==> src/rtl/sc_packet_fifo.sv <==
// Single-clock Avalon-ST packet FIFO: cut-through or store-and-forward, with
// errored/oversize packet dropping, fill-level and almost-full status.
module sc_packet_fifo #(
   parameter int unsigned DATA_WIDTH            = 32,
   parameter int unsigned EMPTY_WIDTH           = 2,
   parameter int unsigned ERROR_WIDTH           = 1,
   parameter int unsigned DEPTH                 = 64,
   parameter bit          STORE_AND_FORWARD     = 1'b0,
   parameter bit          DROP_ON_ERROR         = 1'b0,
   parameter int unsigned ALMOST_FULL_THRESHOLD = DEPTH - 4
) (
   input  logic                       clk_clk,
   input  logic                       reset_reset_n,
   input  logic [DATA_WIDTH-1:0]      in_data,
   input  logic                       in_valid,
   output logic                       in_ready,
   input  logic                       in_startofpacket,
   input  logic                       in_endofpacket,
   input  logic [EMPTY_WIDTH-1:0]     in_empty,
   input  logic [ERROR_WIDTH-1:0]     in_error,
   output logic [DATA_WIDTH-1:0]      out_data,
   output logic                       out_valid,
   input  logic                       out_ready,
   output logic                       out_startofpacket,
   output logic                       out_endofpacket,
   output logic [EMPTY_WIDTH-1:0]     out_empty,
   output logic [ERROR_WIDTH-1:0]     out_error,
   output logic [$clog2(DEPTH):0]     fill_level,
   output logic                       almost_full,
   output logic [15:0]                drop_count
);

   localparam int unsigned AW = $clog2(DEPTH);
   localparam int unsigned PW = AW + 1;

   localparam logic [1:0] ST_IDLE    = 2'd0;
   localparam logic [1:0] ST_IN_PKT  = 2'd1;
   localparam logic [1:0] ST_DISCARD = 2'd2;

   typedef struct packed {
      logic [DATA_WIDTH-1:0]  data;
      logic                   sop;
      logic                   eop;
      logic [EMPTY_WIDTH-1:0] empty;
      logic [ERROR_WIDTH-1:0] error;
   } entry_t;

   entry_t        mem [DEPTH];
   entry_t        wr_entry;
   entry_t        rd_entry;

   logic [1:0]    state, state_nxt;
   logic [PW-1:0] wr_ptr, wr_ptr_nxt;
   logic [PW-1:0] rd_ptr, rd_ptr_nxt;
   logic [PW-1:0] commit_ptr, commit_ptr_nxt;
   logic [PW-1:0] pkt_start, pkt_start_nxt;
   logic [PW-1:0] fill_nxt;
   logic [15:0]   drop_count_nxt;
   logic          ready_en;
   logic          full;
   logic          wr_beat;
   logic          rd_beat;
   logic          store;
   logic          drop;
   logic          err_drop;

   // Status derived from registered pointers; ready_en holds in_ready low through reset.
   assign full      = (wr_ptr - rd_ptr) == PW'(DEPTH);
   assign in_ready  = ready_en && (!full || (state == ST_DISCARD));
   assign out_valid = (rd_ptr != commit_ptr);
   assign wr_beat   = in_valid && in_ready;
   assign rd_beat   = out_valid && out_ready;
   assign err_drop  = DROP_ON_ERROR && STORE_AND_FORWARD && (|in_error);

   assign wr_entry = '{data:  in_data,
                       sop:   in_startofpacket,
                       eop:   in_endofpacket,
                       empty: in_empty,
                       error: in_error};

   assign rd_entry = mem[rd_ptr[AW-1:0]];

   // Source fields read zero whenever nothing is presented, including reset.
   assign out_data          = out_valid ? rd_entry.data  : '0;
   assign out_startofpacket = out_valid && rd_entry.sop;
   assign out_endofpacket   = out_valid && rd_entry.eop;
   assign out_empty         = out_valid ? rd_entry.empty : '0;
   assign out_error         = out_valid ? rd_entry.error : '0;

   // Write-side FSM and pointer update.
   always_comb begin
      state_nxt      = state;
      wr_ptr_nxt     = wr_ptr;
      commit_ptr_nxt = commit_ptr;
      pkt_start_nxt  = pkt_start;
      rd_ptr_nxt     = rd_ptr + PW'(rd_beat);
      store          = 1'b0;
      drop           = 1'b0;

      if (!STORE_AND_FORWARD) begin
         if (wr_beat) begin
            store      = 1'b1;
            wr_ptr_nxt = wr_ptr + PW'(1);
         end
         commit_ptr_nxt = wr_ptr_nxt;
      end else begin
         case (state)
            ST_IDLE: begin
               if (wr_beat) begin
                  pkt_start_nxt = wr_ptr;
                  if (!in_endofpacket) begin
                     store      = 1'b1;
                     wr_ptr_nxt = wr_ptr + PW'(1);
                     state_nxt  = ST_IN_PKT;
                  end else if (err_drop) begin
                     drop = 1'b1;
                  end else begin
                     store          = 1'b1;
                     wr_ptr_nxt     = wr_ptr + PW'(1);
                     commit_ptr_nxt = wr_ptr + PW'(1);
                  end
               end
            end
            ST_IN_PKT: begin
               if (wr_beat) begin
                  if (!in_endofpacket) begin
                     store      = 1'b1;
                     wr_ptr_nxt = wr_ptr + PW'(1);
                  end else if (err_drop) begin
                     drop       = 1'b1;
                     wr_ptr_nxt = pkt_start;
                     state_nxt  = ST_IDLE;
                  end else begin
                     store          = 1'b1;
                     wr_ptr_nxt     = wr_ptr + PW'(1);
                     commit_ptr_nxt = wr_ptr + PW'(1);
                     state_nxt      = ST_IDLE;
                  end
               end else if (in_valid && full) begin
                  // Packet cannot fit: rewind and swallow the rest of it.
                  drop       = 1'b1;
                  wr_ptr_nxt = pkt_start;
                  state_nxt  = ST_DISCARD;
               end
            end
            ST_DISCARD: begin
               if (wr_beat && in_endofpacket) begin
                  state_nxt = ST_IDLE;
               end
            end
            default: begin
               state_nxt = ST_IDLE;
            end
         endcase
      end

      fill_nxt       = wr_ptr_nxt - rd_ptr_nxt;
      drop_count_nxt = (drop && (drop_count != 16'hFFFF)) ? drop_count + 16'd1 : drop_count;
   end

   always_ff @(posedge clk_clk or negedge reset_reset_n) begin
      if (!reset_reset_n) begin
         state       <= ST_IDLE;
         wr_ptr      <= '0;
         rd_ptr      <= '0;
         commit_ptr  <= '0;
         pkt_start   <= '0;
         ready_en    <= 1'b0;
         fill_level  <= '0;
         almost_full <= 1'b0;
         drop_count  <= '0;
      end else begin
         state       <= state_nxt;
         wr_ptr      <= wr_ptr_nxt;
         rd_ptr      <= rd_ptr_nxt;
         commit_ptr  <= commit_ptr_nxt;
         pkt_start   <= pkt_start_nxt;
         ready_en    <= 1'b1;
         fill_level  <= fill_nxt;
         almost_full <= (32'(fill_nxt) >= ALMOST_FULL_THRESHOLD);
         drop_count  <= drop_count_nxt;
      end
   end

   // Storage array carries no reset; unread contents are masked at the output.
   always_ff @(posedge clk_clk) begin
      if (store) begin
         mem[wr_ptr[AW-1:0]] <= wr_entry;
      end
   end

endmodule

==> config.mk <==
export PLATFORM = sky130hd
export DESIGN_NAME = sc_packet_fifo
export DESIGN_NICKNAME = d
export VERILOG_FILES = /design/src/rtl/sc_packet_fifo.sv
export SDC_FILE = /design/constraint.sdc
export NUM_CORES = 2
export LEC_CHECK = 0
export CAP_MARGIN = 10
export CORE_MARGIN = 1.5
export CORE_UTILIZATION = 56
export CTS_CLUSTER_DIAMETER = 30
export DETAILED_ROUTE_END_ITERATION = 12
export GPL_TIMING_DRIVEN = 1
export PLACE_DENSITY = 0.72
export RECOVER_POWER = 25
export SLEW_MARGIN = 25
export SYNTH_ARGS = -nofsm -noshare
export SYNTH_HDL_FRONTEND = slang
export SYNTH_SLANG_ARGS = --single-unit
export TNS_END_PERCENT = 30
==> constraint.sdc <==
create_clock -name clk_clk -period 5.8 [get_ports clk_clk]
set_clock_uncertainty 0.15 [all_clocks]
set_input_delay 1.16 -clock clk_clk [delete_from_list [all_inputs] [get_ports clk_clk]]
set_output_delay 1.16 -clock clk_clk [all_outputs]
set_load 0.005 [all_outputs]
# == After elaboration in Yosys (flattened, before gate mapping) ==
# Memory sizes are Yosys's and may differ from the RTL's.
# Index checks and enable logic that the tools add are counted.
# classes
add_sub_neg,4
n_eq_ne,2
reduce_logical,6
mux,7
order_cmp,1
# op_table
cell,count
2-to-1 mux 32 bit,1
subtractor 7 bit,2
adder 7 x 1 -> 7 bit,1
"adder 7 x 1 -> 7 bit, second input constant",1
"equality test 7 bit, second input constant",1
">= comparator 7 x 6 -> 1 bit, second input constant",1
2-to-1 mux 7 bit,1
inequality test 7 bit,1
logical AND 1 bit,5
2-to-1 mux 1 bit,4
2-to-1 mux 2 bit,1
logical NOT 1 bit,1
# totals
word_cells,26
in_bits,41
n_memories,1
mem_bits_rw,2368
ff_bits,23
out_inout_bits,63
# memory_table
name,depth,word_bits,rd,rd_clocked_by_memory_dff,wr,line,source
mem,64,37,1,0,1,48,entry_t mem [DEPTH];

# == Depth between registers and ports, before layout ==
# depth
ltp_word,8
mapped_depth,23
mapped_depth_nobuf,18

# == Worst setup path after synthesis ==
# Ideal clock, no wire load.
# synth_timing
path_kind,reg2reg
from,register rd_ptr[2]
to,"memory mem[17][0] (netlist name), enable pin"
setup_time_ns,0.431
path_stages_with_launch,17
path_slack_ns,0.148
path_buffers,6
required_time_ns,5.219
arrival_ns,5.071
synth_period_minus_slack_ns,5.652
cell_sequence,dfrtp_1 -> clkbuf_1 -> clkinv_1 -> buf_4 -> buf_2 -> clkbuf_1 -> clkbuf_1 -> ha_1 -> a21oi_1 -> a221oi_2 -> a31oi_1 -> or3_1 -> o21a_1 -> nand2_1 -> or4_1 -> clkbuf_1 -> nor2_1
# synth_via
elab_chain_len,8
# synth_rtl
element,line,source
from (decl),54,"logic [PW-1:0] rd_ptr, rd_ptr_nxt;"
from (signal assigned),175,rd_ptr <= rd_ptr_nxt;
subtractor 7 bit,68,assign full = (wr_ptr - rd_ptr) == PW'(DEPTH);
equality test 7 bit,68,
logical NOT 1 bit,69,assign in_ready = ready_en && (!full || (state == ST_DISCARD));
logical AND 1 bit,69,
net in_ready,16,"output logic in_ready,"
logical AND 1 bit,71,assign wr_beat = in_valid && in_ready;
2-to-1 mux 1 bit,101,if (wr_beat) begin
2-to-1 mux 1 bit,187,if (store) begin
2-to-1 mux 1 bit (implied by the code),188,mem[wr_ptr[AW-1:0]] <= wr_entry;
to (decl),48,
# The timed path passes the listed nets, and every way through them passes these cells.

# == Worst setup path in the final report ==
# layout_timing
from,register rd_ptr[1]
to,output out_data[13]
# layout_via
elab_chain_len,2
elab_cells_between_ends,3
cone_classes,eq/ne (1); mux (1); memory (1)
# layout_rtl
element,line,source
memory read (64 x 37 bit) or inequality test 7 bit (tied branches),-,
2-to-1 mux 32 bit (*),84,assign out_data = out_valid ? rd_entry.data : '0;
to (decl),21,"output logic [DATA_WIDTH-1:0] out_data,"
# Every way passes the cells marked *; elsewhere a longest branch is shown, timed or not.

==> reports/results.txt <==
xor and xnor area share after synthesis: 0.202%
final non-filler cell area: 112000 um2
R2R Path End: mem[51][1]
initial antenna violation count: 14
worst setup margin: -0.0494 ns
Syn Std Cell Area: 92400 um2
final hold violation count: 0
Worst EP required: 4.49 ns
YS warnings: 0
Mapped Avg Cell Area: 21.6 um2
Reg2Reg Setup Slack: 0.81 ns
fin util: 68.8%
IO Count: 104
hold-critical path endpoint: wr_ptr[6]
synth top area cells: edfxtp_1, mux4_2, mux2i_1
Hold WC Path Type: reg2reg
TritonCTS Buffers: 430
Slew @ Worst Pin: 2.73 ns
Setup crit start kind: flip-flop
port bufs: 87
DR vias/cell: 6.77
worst r2r src: rd_ptr[5]
Synth cell types: 62
failing checks: max-capacitance violations, max-slew violations, negative setup slack
post-synthesis register bit count: 2391
TritonRoute pass-1 iters: 6
post-synthesis cell count: 4283
Hold Path Depth: 1
register area share after synthesis: 77.6%
DR DRC count: 0
Final Cycle Share: 101%
crit path DAT: 4.54 ns
# H-tree levels: 5
fillers: 9572
Leak: 37.0 nW
Die Width: 409 um
final slew viol count: 1432
share of flip-flops with an asynchronous set or reset: 0.962%
FMAX: 0.171 GHz
worst-skew pair later-pin latency: 0.96 ns
outcome: finished, violations left
main combinational cell family by area after synthesis: multiplexers
Clock Root Buffer: clkbuf_16
gr ovfl total: 0
Post-synth EDFFs: 2368
vias: 49500
vias in the first global route: 50400
Yosys top cell area share: 76.9%
Worst VDD drop: 518 uV
ratio of cells with drive above 1 in the final layout: 29.8%
crit-path max FO: 53
Antenna Nets Post-Route: 0
adder-cell share of the synthesized area: 0.225%
initial DRC count: 6858
DIE HEIGHT: 409 um
R2R depth: 12
compound-gate portion of the synthesized area: 3.45%
All-Layer GR Usage: 31.3%
unrepaired setup endpoints after global routing: yes
CTS Sinks: 2391
WS Path Type: reg2out
Primary FF master, synth: edfxtp_1
Worst-path clk slew: 0.04 ns
simple-gate share of the synthesized area: 1.58%
hold_buf cts: 0
global-route wire length before repair: 368000 um
Worst Hold Launch: wr_ptr[6]
PwrDens: 544 nW/um2
max-cap viol count: 23
wire per inst: 35.8 um
Final setup viols: 1
starting density of the core: 56.6%
Max-slew headroom: -81.9%
row count: 148
die area: 167000 um2
Final Hold Slack: 0.373 ns
buffer depth of the longest clock path: 4
final wirelength: 261000 um
Final Wtd Congestion: 0.863
critical path endpoint category: output pin
multiplexer share of the synthesized area: 15.5%
Synth-to-Final Area Change: 21.5%
Final #Nets: 4834
leading area contributor after synthesis: edfxtp_1
largest net degree at the start of global routing: 111
TritonCTS clock tree: yes
cell area after placement: 97400 um2
DP HPWL: 134000 um
fin crit period: 5.85 ns
CORE AREA: 163000 um2
==> layout by cell type (no fill, tap or decap), types with 16 or more instances in the layout <==
cell | netlist | routed
a211oi_1 | 27 | 27
a21oi_1 | 123 | 123
and2_1 | 36 | 36
and3_1 | 17 | 17
buf_12 | 0 | 61
buf_4 | 56 | 159
bufinv_16 | 0 | 66
clkbuf_1 | 114 | 60
clkbuf_16 | 0 | 436
clkdlybuf4s50_1 | 0 | 49
clkinv_1 | 3 | 45
clkinv_2 | 0 | 62
clkinv_4 | 0 | 43
clkinvlp_4 | 0 | 56
conb_1 | 2 | 17
dfrtp_1 | 23 | 17
edfxtp_1 | 2368 | 2368
inv_1 | 18 | 16
inv_6 | 0 | 37
mux2i_1 | 307 | 307
mux4_2 | 498 | 498
nand2_1 | 149 | 147
nand3_1 | 18 | 18
nor2_4 | 0 | 64
o221ai_1 | 149 | 149
o22ai_1 | 47 | 47
==> Yosys cell counts (3+ instances only) <==
cell type	count
clkinv_1	3
buf_4	56
o221ai_1	149
a311oi_1	14
o311ai_1	11
nor2_1	74
buf_6	5
nand3_1	18
nand2b_1	4
o31ai_1	3
or3_1	6
o311ai_0	9
clkbuf_1	114
xor2_1	4
o311a_1	5
a311o_1	13
a211oi_1	27
nand2_1	149
nor2b_1	5
a21oi_1	123
and2_1	36
dfrtp_1	23
xnor2_1	12
mux2i_1	307
nor3_1	9
o21a_1	3
mux4_2	498
o22ai_1	47
a31oi_1	3
ha_1	15
buf_2	56
and3_1	17
inv_1	18
edfxtp_1	2368
o21ai_0	13
buf_1	34
==> flip-flops by register name, indices dropped and copies added (netlist names) <==
register	flops
fill_level	7
almost_full	1
mem	2368
rd_ptr	7
ready_en	1
wr_ptr	7
==> where the power goes <==
part           switching (mW)  leakage (nW)  internal (mW)
Combinational            9.07          8.39           6.94
Clock                    8.71          7.08           16.7
Sequential              0.178          21.6           19.5
==> cells by family after synthesis <==
logic type               count (synthesis)
flip-flops                            2391
adder cells (fa/ha/maj)                 16
AO/OA/AOI/OAI                          438
buffers and inverters                  286
multiplexers                           806
AND/OR/NAND/NOR                        326
XOR/XNOR                                18
other                                    2
==> layer usage <==
metal / routed length, um / global-route usage [%]
met1: 90700 / 41.2
met2: 123000 / 48.6
met3: 34000 / 8.97
met4: 13200 / 14.5
met5: 60 / 0
==> metrics by stage <==
stage / power (mW) / std cells / setup WS [ns] / setup TNS (ns)
2_1_floorplan: 29.9 / 4298 / 0.148 / 0
3_5_place_dp: 35.4 / 6505 / 0.745 / 0
6_report: 61.1 / 7310 / -0.0494 / -0.0494
5_1_grt: 62.7 / 7309 / 0.00527 / 0
4_1_cts: 61.0 / 7301 / -0.0283 / -0.0746
3_3_place_gp: 35.2 / 6505 / 0.649 / 0
==> critical path: stages (launching register included) <==
cell and delay [ns]:
dfrtp_4 0.59, buf_16 0.32, nand2_4 0.19, buf_4 0.29
o221ai_1 0.36, o22ai_1 0.15, o311ai_1 0.80, and3_1 0.28
clkdlybuf4s50_1 0.50
==> repair_timing <==
action / 4_1_cts / 5_1_grt
resized for setup: 8 / 4
setup endpoints to repair: 34 / 18
pin swaps: 0 / 1
setup buffers: 9 / 2
==> layout make-up <==
| class | instances | area (um2) | area share (%) |
|---|---|---|---|
| sequential | 2391 | 71700 | 63.8 |
| multi-input combinational | 1621 | 19900 | 17.8 |
| clock buffer | 468 | 11000 | 9.82 |
| clock inverter | 319 | 3720 | 3.31 |
| timing repair buffer | 312 | 3130 | 2.78 |
| tap | 2175 | 2720 | 2.42 |
| inverter | 21 | 91.3 | 0.0813 |
| antenna | 3 | 7.51 | 0.00668 |
==> worst max-delay path by stage <==
stage          startpoint  slack (ns)      endpoint
4_1_cts         rd_ptr[1]       -0.03   out_data[6]
3_5_place_dp    rd_ptr[1]        0.75   out_data[6]
2_1_floorplan   rd_ptr[2]        0.15    mem[17][0]
5_1_grt         rd_ptr[1]       0.005   out_data[6]
6_report        rd_ptr[1]       -0.05  out_data[13]
3_3_place_gp    rd_ptr[5]        0.65   out_data[4]
Note: power is estimated with default switching activity, not from simulation.
